`src/rtl/updown_count_monitor.sv`:
```
// rtl/updown_count_monitor.sv - sequence checker for an up/down counter: wrap detection, wrap statistics, first-error capture
module updown_count_monitor #(
  parameter int WIDTH   = 4,
  parameter int WRAP_CW = 8
) (
  input  logic               clk,
  input  logic               reset,
  input  logic               up_down,
  input  logic               ctr_reset,
  input  logic [WIDTH-1:0]   counter,
  input  logic               clear,
  output logic               wrap_up,
  output logic               wrap_down,
  output logic [WRAP_CW-1:0] wrap_count,
  output logic               err,
  output logic               err_pulse,
  output logic [WIDTH-1:0]   err_exp,
  output logic [WIDTH-1:0]   err_act
);

  localparam logic [WIDTH-1:0]   CNT_ZERO = '0;
  localparam logic [WIDTH-1:0]   CNT_ONE  = WIDTH'(1);
  localparam logic [WIDTH-1:0]   CNT_MAX  = '1;
  localparam logic [WRAP_CW-1:0] WC_ONE   = WRAP_CW'(1);
  localparam logic [WRAP_CW-1:0] WC_MAX   = '1;

  typedef enum logic [1:0] {
    ST_INIT  = 2'd0,
    ST_TRACK = 2'd1,
    ST_ERROR = 2'd2
  } state_t;

  state_t           state;
  logic [WIDTH-1:0] prev_cnt;
  logic             prev_ud;
  logic             prev_rst;

  logic [WIDTH-1:0] expected;
  logic             match;
  logic             wrap_up_det;
  logic             wrap_dn_det;

  // Expected value of this sample derived from last cycle's counter and controls
  always_comb begin
    expected = CNT_ZERO;
    if (prev_rst)
      expected = CNT_ZERO;
    else if (!prev_ud)
      expected = prev_cnt + CNT_ONE;
    else
      expected = prev_cnt - CNT_ONE;
    match = (counter == expected);
    // A zero produced by ctr_reset is never a wrap, hence the prev_rst gate
    wrap_up_det = match && !prev_rst && !prev_ud && (prev_cnt == CNT_MAX)  && (counter == CNT_ZERO);
    wrap_dn_det = match && !prev_rst &&  prev_ud && (prev_cnt == CNT_ZERO) && (counter == CNT_MAX);
  end

  // History registers track the counter every cycle, whatever the FSM state
  always_ff @(posedge clk or negedge reset) begin
    if (!reset) begin
      prev_cnt <= CNT_ZERO;
      prev_ud  <= 1'b0;
      prev_rst <= 1'b0;
    end else begin
      prev_cnt <= counter;
      prev_ud  <= up_down;
      prev_rst <= ctr_reset;
    end
  end

  // Checker FSM with registered pulses, saturating wrap count and first-error capture
  always_ff @(posedge clk or negedge reset) begin
    if (!reset) begin
      state      <= ST_INIT;
      wrap_up    <= 1'b0;
      wrap_down  <= 1'b0;
      wrap_count <= '0;
      err        <= 1'b0;
      err_pulse  <= 1'b0;
      err_exp    <= CNT_ZERO;
      err_act    <= CNT_ZERO;
    end else begin
      wrap_up   <= 1'b0;
      wrap_down <= 1'b0;
      err_pulse <= 1'b0;
      if (clear) begin
        // clear wins over anything detected on the same sample
        state      <= ST_INIT;
        wrap_count <= '0;
        err        <= 1'b0;
        err_exp    <= CNT_ZERO;
        err_act    <= CNT_ZERO;
      end else begin
        case (state)
          ST_INIT: begin
            // history is not yet trustworthy; skip this sample
            state <= ST_TRACK;
          end
          ST_TRACK: begin
            if (!match) begin
              state     <= ST_ERROR;
              err       <= 1'b1;
              err_pulse <= 1'b1;
              err_exp   <= expected;
              err_act   <= counter;
            end else if (wrap_up_det || wrap_dn_det) begin
              wrap_up   <= wrap_up_det;
              wrap_down <= wrap_dn_det;
              if (wrap_count != WC_MAX)
                wrap_count <= wrap_count + WC_ONE;
            end
          end
          ST_ERROR: begin
            // frozen until clear or reset
            state <= ST_ERROR;
          end
          default: begin
            state <= ST_INIT;
          end
        endcase
      end
    end
  end

endmodule

```
`config.mk`:
```
export PLATFORM = sky130hd
export DESIGN_NAME = updown_count_monitor
export DESIGN_NICKNAME = d
export VERILOG_FILES = /design/src/rtl/updown_count_monitor.sv
export SDC_FILE = /design/constraint.sdc
export NUM_CORES = 1
export LEC_CHECK = 0
export CORE_MARGIN = 8
export CORE_UTILIZATION = 45
export CTS_CLUSTER_DIAMETER = 120
export CTS_CLUSTER_SIZE = 24
export DETAILED_ROUTE_END_ITERATION = 6
export MAX_ROUTING_LAYER = met4
export PLACE_DENSITY_LB_ADDON = 0.12
export SYNTH_ARGS = -nofsm -noshare
export SYNTH_HDL_FRONTEND = slang
export SYNTH_SLANG_ARGS = --single-unit
```
`constraint.sdc`:
```
create_clock -name clk -period 5.7 [get_ports clk]
set_input_delay 1.14 -clock clk [delete_from_list [all_inputs] [get_ports clk]]
set_output_delay 1.14 -clock clk [all_outputs]
set_load 0.02 [all_outputs]
```
Word level (Yosys, flattened, before mapping)
Cells that the tools add are included.
{ "word_totals": {"elab_cells": 71, "ff_bits": 28, "inputBits": 9} }
{ "op_classes": {"add_sub_neg": 3, "n_mux": 30, "n_eq_ne": 8, "reduce_logical": 19} }
{ "op_table": {"columns": ["cell", "count"], "rows": [
  ["8-bit two-way mux", 5],
  ["4-bit two-way mux", 8],
  ["1-bit two-way mux", 14],
  ["8-bit by 1-bit adder with 8-bit output, second input constant", 1],
  ["4-bit equality test, second input constant", 2],
  ["4-bit zero test", 2],
  ["8-bit inequality test, second input constant", 1],
  ["2-bit nonzero test", 4],
  ["1-bit logical AND", 7],
  ["2-bit case mux with 3 select lines", 1],
  ["4-bit by 1-bit adder with 4-bit output, second input constant", 1],
  ["4-bit equality test", 1],
  ["2-bit two-way mux", 2],
  ["4-bit AND reduction", 1],
  ["4-bit by 1-bit subtractor with 4-bit output, second input constant", 1],
  ["3-bit inequality test, second input constant", 1],
  ["2-bit by 1-bit equality test with 1-bit output, second input constant", 1],
  ["2-bit equality test, second input constant", 1],
  ["1-bit zero test", 2],
  ["2-bit zero test", 1],
  ["2-bit inequality test, second input constant", 1],
  ["2-bit AND reduction", 1],
  ["1-bit logical OR", 1]
]} }

Longest topological paths before layout
Gate-level depths: netlist of the first run.
{ "depth": {"depth_word": 13, "depth_mapped": 8} }

Least setup slack after synthesis of the first run
Ideal clock, no wire load.
{ "synth_path": {"path_kind": "input -> register", "start": "in counter[1]", "end": "reg wrap_count[4]", "arrival_time_ns": 2.499, "path_stages": 6, "setup_ns": 0.078, "path_slack_ns": 3.122, "required_time_ns": 5.622, "cell_sequence": "nor2_1 > o21ai_0 > a2111oi_4 > o2111ai_1 > or3_1 > a21oi_1"} }
{ "synth_between": {"elab_chain_len": 8, "word_cells_on_any_way": 14} }
{ "synth_lines": {"columns": ["item", "line_no", "source"], "rows": [
  ["from (decl)", "10", "input logic [WIDTH-1:0] counter,"],
  ["4-bit equality test", "52", "match = (counter == expected);"],
  ["1-bit logical AND", "54, 55", null],
  ["1-bit logical AND (on tied branches) (3 in series)", "54, 55", null],
  ["1-bit logical OR", "106", "end else if (wrap_up_det || wrap_dn_det) begin"],
  ["2-bit nonzero test (no source line)", null, null],
  ["4-bit AND reduction (no source line) *", null, null],
  ["to (signal assigned)", "110", "wrap_count <= wrap_count + WC_ONE;"],
  ["to (decl)", "14", "output logic [WRAP_CW-1:0] wrap_count,"]
]} }
Mark *: on every way between the ends. The rest lies on a longest branch, timed or not.
A chain may end at the register's enable or synchronous reset.

Worst setup path in the final report of the first run
{ "layout_path": {"start": "in counter[3]", "end": "reg wrap_count[3]"} }
Same word-level chain as after synthesis.

==> results.py, run 1 <==
metrics = {
    "global_routing": {
        "grt_pass1_wl_um": 5085,
        "grt_usage_pct": 12.59,
        "grt_pass1_vias": 1099,
        "grt_antenna_before_repair": 0,
        "grt_max_degree": 29,
        "gr-total-overflow": 0,
    },
    "die": {
        "start_util_pct": 47.07,
        "fp.dieH_um": 72.28,
        "io_pins": 29,
        "row_count": 20,
        "core_um2": 3028,
        "die_x_um": 72.28,
        "design.die.area_um2": 5224,
    },
    "routing": {
        "drtIter0Drc": 39,
        "via_per_inst": 5.322,
        "dr.pass1.iters": 4,
        "vias": 1091,
        "wl_um": 2983,
        "drcViolationCount": 0,
        "avgRoutedWirePerCell_um": 14.55,
        "ant_nets": 0,
    },
    "cells_and_area": {
        "area_delta_synth_final_pct": 26.43,
        "antenna_cells": 0,
        "multi_input_area_um2": 679.4,
        "drive_gt1_share_pct": 6.211,
        "seq_area_um2": 700.7,
        "final_nets": 177,
        "fillers": 269,
    },
    "cts": {
        "post_cts_buffers": 0,
        "htree_levels": 1,
        "postCtsHoldBufs": 0,
        "cts_sinks": 28,
        "worstSkewPairLatency_ns": 0.33,
        "cts_resized": 0,
        "clkTransAtPathRegs_ns": 0.15,
        "clock_path_buffers": 2,
        "cts_buffers": 3,
        "cts-root-buf": "clkbuf_4",
        "cts_tree": "yes",
    },
    "yosys": {
        "ys.flop_type": "dfrtp_1",
        "synth_seq_cells": 28,
        "synth_cell_types": 34,
        "synth_edf_count": 0,
        "syn_area_per_cell_um2": 10.88,
        "yosysTopAreaCellShare_pct": 49.17,
        "synth_top_family_by_area": "simple AND/OR/NAND/NOR gates",
        "synthAdderAreaFrac_pct": 5.795,
        "ys_seq_area_share_pct": 49.17,
        "synth_compound_area_share_pct": 11.68,
        "synth_nets": 146,
        "yosysTopAreaCell": "dfrtp_1",
        "synth_cells": 131,
        "synthMuxAreaShare_pct": 7.726,
        "synth_top_cells_by_area": "dfrtp_1, mux2i_1, nor2_1",
        "synth_area_um2": 1425,
        "synth_xor_area_share_pct": 3.073,
        "synth-simple-area-share_pct": 19.40,
        "synth_common_cells": "dfrtp_1, nor2_1, mux2i_1, a21oi_1, o21ai_0",
        "ys_warn_count": 0,
        "async_reset_ff_share_pct": 100.0,
        "yosysMostFrequentCell": "dfrtp_1",
    },
    "placed_design": {
        "port_buffers": 28,
        "routabilityCongestion": 0.8661,
        "post-dp-hpwl_um": 2196,
        "pre_cts_ws_ns": 2.325,
    },
    "worst_setup_path": {
        "r2r_cells": 7,
        "worstSetupPathType": "in2reg",
        "crit_required_ns": 5.95,
        "worst_setup_path_start_kind": "primary input",
        "worstPathMaxFanout": 8,
        "end_kind": "flip-flop",
        "critical_path_arrival_ns": 3.24,
        "r2r_start": "prev_cnt[0]",
        "r2r_end": "wrap_count[3]",
        "r2r_setup_slack_ns": 2.94,
    },
    "timing": {
        "finalSetupViolCount": 0,
        "clock_skew_ns": 0.002109,
        "slew_viol_final": 0,
        "fmax_mhz": 334.9,
        "fin_ws_ns": 2.714,
        "worst_pin_slew_ns": 0.8465,
        "rsz0062_at_grt": "no",
        "period_share_pct": 52.39,
        "fin_setup_tns_ns": 0,
        "fin_crit_ns": 2.986,
        "relSlewSlack_pct": 43.39,
        "hold_violations": 0,
    },
    "job": {
        "maxCapViolCount": 0,
    },
    "hold_path": {
        "min_path_cells": 2,
        "hp-start": "err",
        "worstHoldPathType": "reg2reg",
        "min_to": "err",
    },
    "status": {
        "status": "completed",
    },
    "power_and_ir_drop": {
        "p_per_area_nw_per_um2": 253.1,
        "p_total_uw": 456.1,
        "irDropWorstVdd_mv": 0.1349,
        "p_leak_uw": 0.0007420,
    },
}
worst max-delay path by stage:
| stage | to | from | cells after the start | slack (ns) |
|---|---|---|---|---|
| final | wrap_count[3] | counter[3] | 7 | 2.71 |
| after global routing | wrap_count[6] | counter[3] | 7 | 2.54 |
| after CTS | wrap_count[3] | counter[3] | 7 | 2.70 |
| after detailed placement | wrap_count[3] | counter[3] | 7 | 2.32 |
| after global placement | wrap_count[3] | counter[3] | 7 | 2.36 |
| after floorplan | wrap_count[4] | counter[1] | 6 | 3.12 |
state kept, by name, summed over array words and instances (netlist names):
| name | count |
|---|---|
| wrap_down | 1 |
| wrap_count | 8 |
| err | 1 |
| state | 2 |
| err_exp | 4 |
| wrap_up | 1 |
| prev_cnt | 4 |
| prev_ud | 1 |
| err_pulse | 1 |
| err_act | 4 |
| prev_rst | 1 |
worst max-delay path, cell delays in order:
cell,delay [ns]
clkdlybuf4s50_1,0.65
nor4bb_1,0.26
nand3_1,0.17
a2bb2oi_1,0.26
o2111ai_1,0.25
or3_1,0.37
a21oi_1,0.14
through the flow:
step,hold slack (ns),util (%),cell area (um^2),std cells
floorplan,0.4863,-,1425,131
global placement,0.4788,57.77,1749,201
detailed placement,0.5078,57.77,1749,201
CTS,0.5424,59.50,1802,205
global route,0.5693,59.50,1802,205
finish,0.5310,59.50,1802,205
power by group:
part           internal [uW]  switching, uW
registers                212           9.92
clock network           71.2           59.1
logic                   48.0           56.0
total                    331            125
layer usage:
| metal | vias up | global-route usage (%) | share of wire (%) |
|---|---|---|---|
| li1 | 534 | - | - |
| met1 | 525 | 15.37 | 49 |
| met2 | 27 | 19.16 | 44 |
| met3 | 5 | 4.545 | 5.8 |
| met4 | 0 | 3.401 | 0.91 |
| met5 | - | - | 0 |
cell type report:
cell class	count	area share, %
well taps	44	3.056
flip-flops and latches	28	38.89
repair buffers	30	16.39
inverters	5	1.042
clock buffers	3	1.250
multi-input cells	94	37.71
clock inverters	1	1.667
layout by cell type (no fill, tap or decap), types with 5 or more instances in the layout:
master / Yosys / final
a21oi_1: 6 / 6
clkdlybuf4s50_1: 0 / 28
dfrtp_1: 28 / 28
ha_1: 5 / 5
inv_1: 5 / 5
mux2i_1: 11 / 11
nor2_1: 18 / 18
o21ai_0: 6 / 6
or3_1: 5 / 5
kinds of logic after synthesis:
kind of cell / Yosys count
AND/OR/NAND/NOR: 49
flip-flops: 28
AO/OA/AOI/OAI: 23
multiplexers: 11
buffers and inverters: 9
adder cells (fa/ha/maj): 6
XOR/XNOR: 5
Power figures use the tool's default switching activity.
==> run 2, diff against run 1 <==
==> constraint.sdc (replaced) <==
create_clock -name clk -period 2.7 [get_ports clk]
set_input_delay 0.54 -clock clk [delete_from_list [all_inputs] [get_ports clk]]
set_output_delay 0.54 -clock clk [all_outputs]
set_load 0.02 [all_outputs]
==> run 2 against run 1 <==
Routed wire length up 15%; total power is 100% higher; first-iteration DRC count up 67%; sequential share of layout area is 2.4 points lower; combinational power grew 140%; setup slack got worse by 2.7 ns; global-route usage increased by 0.97 points; highest routed layer unchanged; cell area up 6.5%; non-clock buffer count is 11 higher; sequential power up 110%.
==> results.py, run 2 (synthesis results as in run 1) <==
metrics = {
    "worst_setup_path": {
        "worst_setup_path_start_kind": "flip-flop",
        "worstSetupPathType": "reg2reg",
        "end_kind": "flip-flop",
        "r2r_setup_slack_ns": 0.06,
        "crit_required_ns": 2.97,
        "critical_path_arrival_ns": 2.91,
        "worstPathMaxFanout": 5,
    },
    "cells_and_area": {
        "antenna_cells": 0,
        "layout_common_cells": "dfrtp_1, clkdlybuf4s50_1, nor2_1",
        "final_nets": 188,
        "area_delta_synth_final_pct": 34.59,
        "largest-register": "wrap_count",
        "largest_reg_flops": 8,
        "final_area_um2": 1918,
        "drive_gt1_share_pct": 16.86,
        "fillers": 252,
    },
    "routing": {
        "wl_um": 3432,
        "ant_nets": 0,
        "drtIter0Drc": 65,
        "drcViolationCount": 0,
        "dr.pass1.iters": 4,
        "vias": 1154,
        "avgRoutedWirePerCell_um": 15.89,
        "via_per_inst": 5.343,
    },
    "cts": {
        "cts_tree": "yes",
        "cts_sinks": 28,
        "worstSkewPairLatency_ns": 0.33,
        "htree_levels": 1,
        "cts-root-buf": "clkbuf_4",
        "cts_buffers": 3,
        "clkTransAtPathRegs_ns": 0.15,
        "clock_path_buffers": 2,
    },
    "die": {
        "io_pins": 29,
        "design.die.area_um2": 5224,
        "start_util_pct": 47.07,
        "fp.dieH_um": 72.28,
        "core_um2": 3028,
        "die_x_um": 72.28,
        "row_count": 20,
    },
    "global_routing": {
        "grt_pass1_wl_um": 5457,
        "grt_max_degree": 29,
        "grt_usage_pct": 13.56,
        "gr-total-overflow": 0,
        "grt_antenna_before_repair": 0,
        "grt_pass1_vias": 1161,
    },
    "timing": {
        "finalSetupViolCount": 0,
        "hold_violations": 0,
        "rsz0062_at_grt": "yes",
        "clock_skew_ns": 0.004939,
        "fmax_mhz": 378.6,
        "fin_ws_ns": 0.05835,
        "relSlewSlack_pct": 71.33,
        "slew_viol_final": 0,
        "fin_crit_ns": 2.642,
        "fin_setup_tns_ns": 0,
        "worst_pin_slew_ns": 0.4268,
        "period_share_pct": 97.84,
        "whs_ns": 0.5160,
    },
    "placed_design": {
        "place_area_um2": 1809,
        "pre_cts_ws_ns": -0.05483,
        "routabilityCongestion": 0.8955,
        "post-dp-hpwl_um": 2416,
        "port_buffers": 28,
    },
    "power_and_ir_drop": {
        "irDropWorstVdd_mv": 0.4944,
        "p_leak_uw": 0.0008010,
        "p_per_area_nw_per_um2": 482.0,
    },
    "hold_path": {
        "worstHoldPathType": "reg2reg",
    },
    "status": {
        "status": "completed",
    },
    "job": {
        "maxCapViolCount": 0,
    },
}
## run 2: cell types whose count changed in the layout (fill, tap and decap cells not counted), sizes merged
cell	previous run	this run
buf	2	13
bufinv	1	0
clkbuf	3	4
## run 2: power breakdown
part | total (uW) | switching, uW | leakage [uW] | internal (uW)
combinational | 251 | 133 | 0.000408 | 118
sequential | 466 | 19.0 | 0.000372 | 447
clock | 207 | 125 | 0.0000210 | 82.6
total | 924 | 277 | 0.000801 | 648
## run 2: final timing paths
check                            start             to  depth (start not counted)
max                        prev_cnt[1]  wrap_count[6]                          7
min                                err            err                          2
max reg2reg                prev_cnt[1]  wrap_count[6]                          7
min reg2reg                        err            err                          2
max in group asynchronous        reset  wrap_count[6]                          2
min in group asynchronous        reset     err_exp[1]                          2
## run 2: cell type report
class / instances / area, um^2 / share of cell area, %
Timing Repair Buffer: 41 / 377.9 / 19.70
Multi-Input combinational cell: 94 / 729.5 / 38.03
Tap cell: 44 / 55.05 / 2.870
Inverter: 5 / 18.77 / 0.9785
Clock buffer: 4 / 36.28 / 1.892
Sequential cell: 28 / 700.7 / 36.53
## run 2: layer usage
| layer | up-vias | routed length (um) | GRT usage (%) |
|---|---|---|---|
| li1 | 556 | - | - |
| met1 | 556 | 1580 | 16.75 |
| met2 | 38 | 1644 | 21.26 |
| met3 | 4 | 174 | 4.270 |
| met4 | 0 | 33 | 2.721 |
| met5 | - | 0 | - |
## run 2: per-stage QoR
stage / power, uW / util (%) / std cells
2_1_floorplan: 612.4 / - / 131
3_3_place_gp: 699.5 / 59.75 / 209
3_5_place_dp: 706.6 / 59.75 / 209
4_1_cts: 912.9 / 60.95 / 213
5_1_grt: 973.5 / 63.35 / 216
6_report: 924.5 / 63.35 / 216
## run 2: worst max-delay path: stages, from the launching register on
cell and delay, ns:
dfrtp_1 0.43, fa_1 0.61, nor2b_4 0.18, a32oi_2 0.15, a2111oi_4 0.46, o2111ai_2 0.24
or3_1 0.38, a21oi_2 0.14
## run 2: timing repair
| item | CTS | global route |
|---|---|---|
| endpoints found under the setup margin | 4 | 14 |
| endpoints found under the hold margin | 0 | 0 |
| pin swaps | 0 | 5 |
| cloned | 0 | 0 |
| gates resized for setup | 0 | 9 |
| hold buffers | 0 | 0 |
| setup buffers | 0 | 3 |
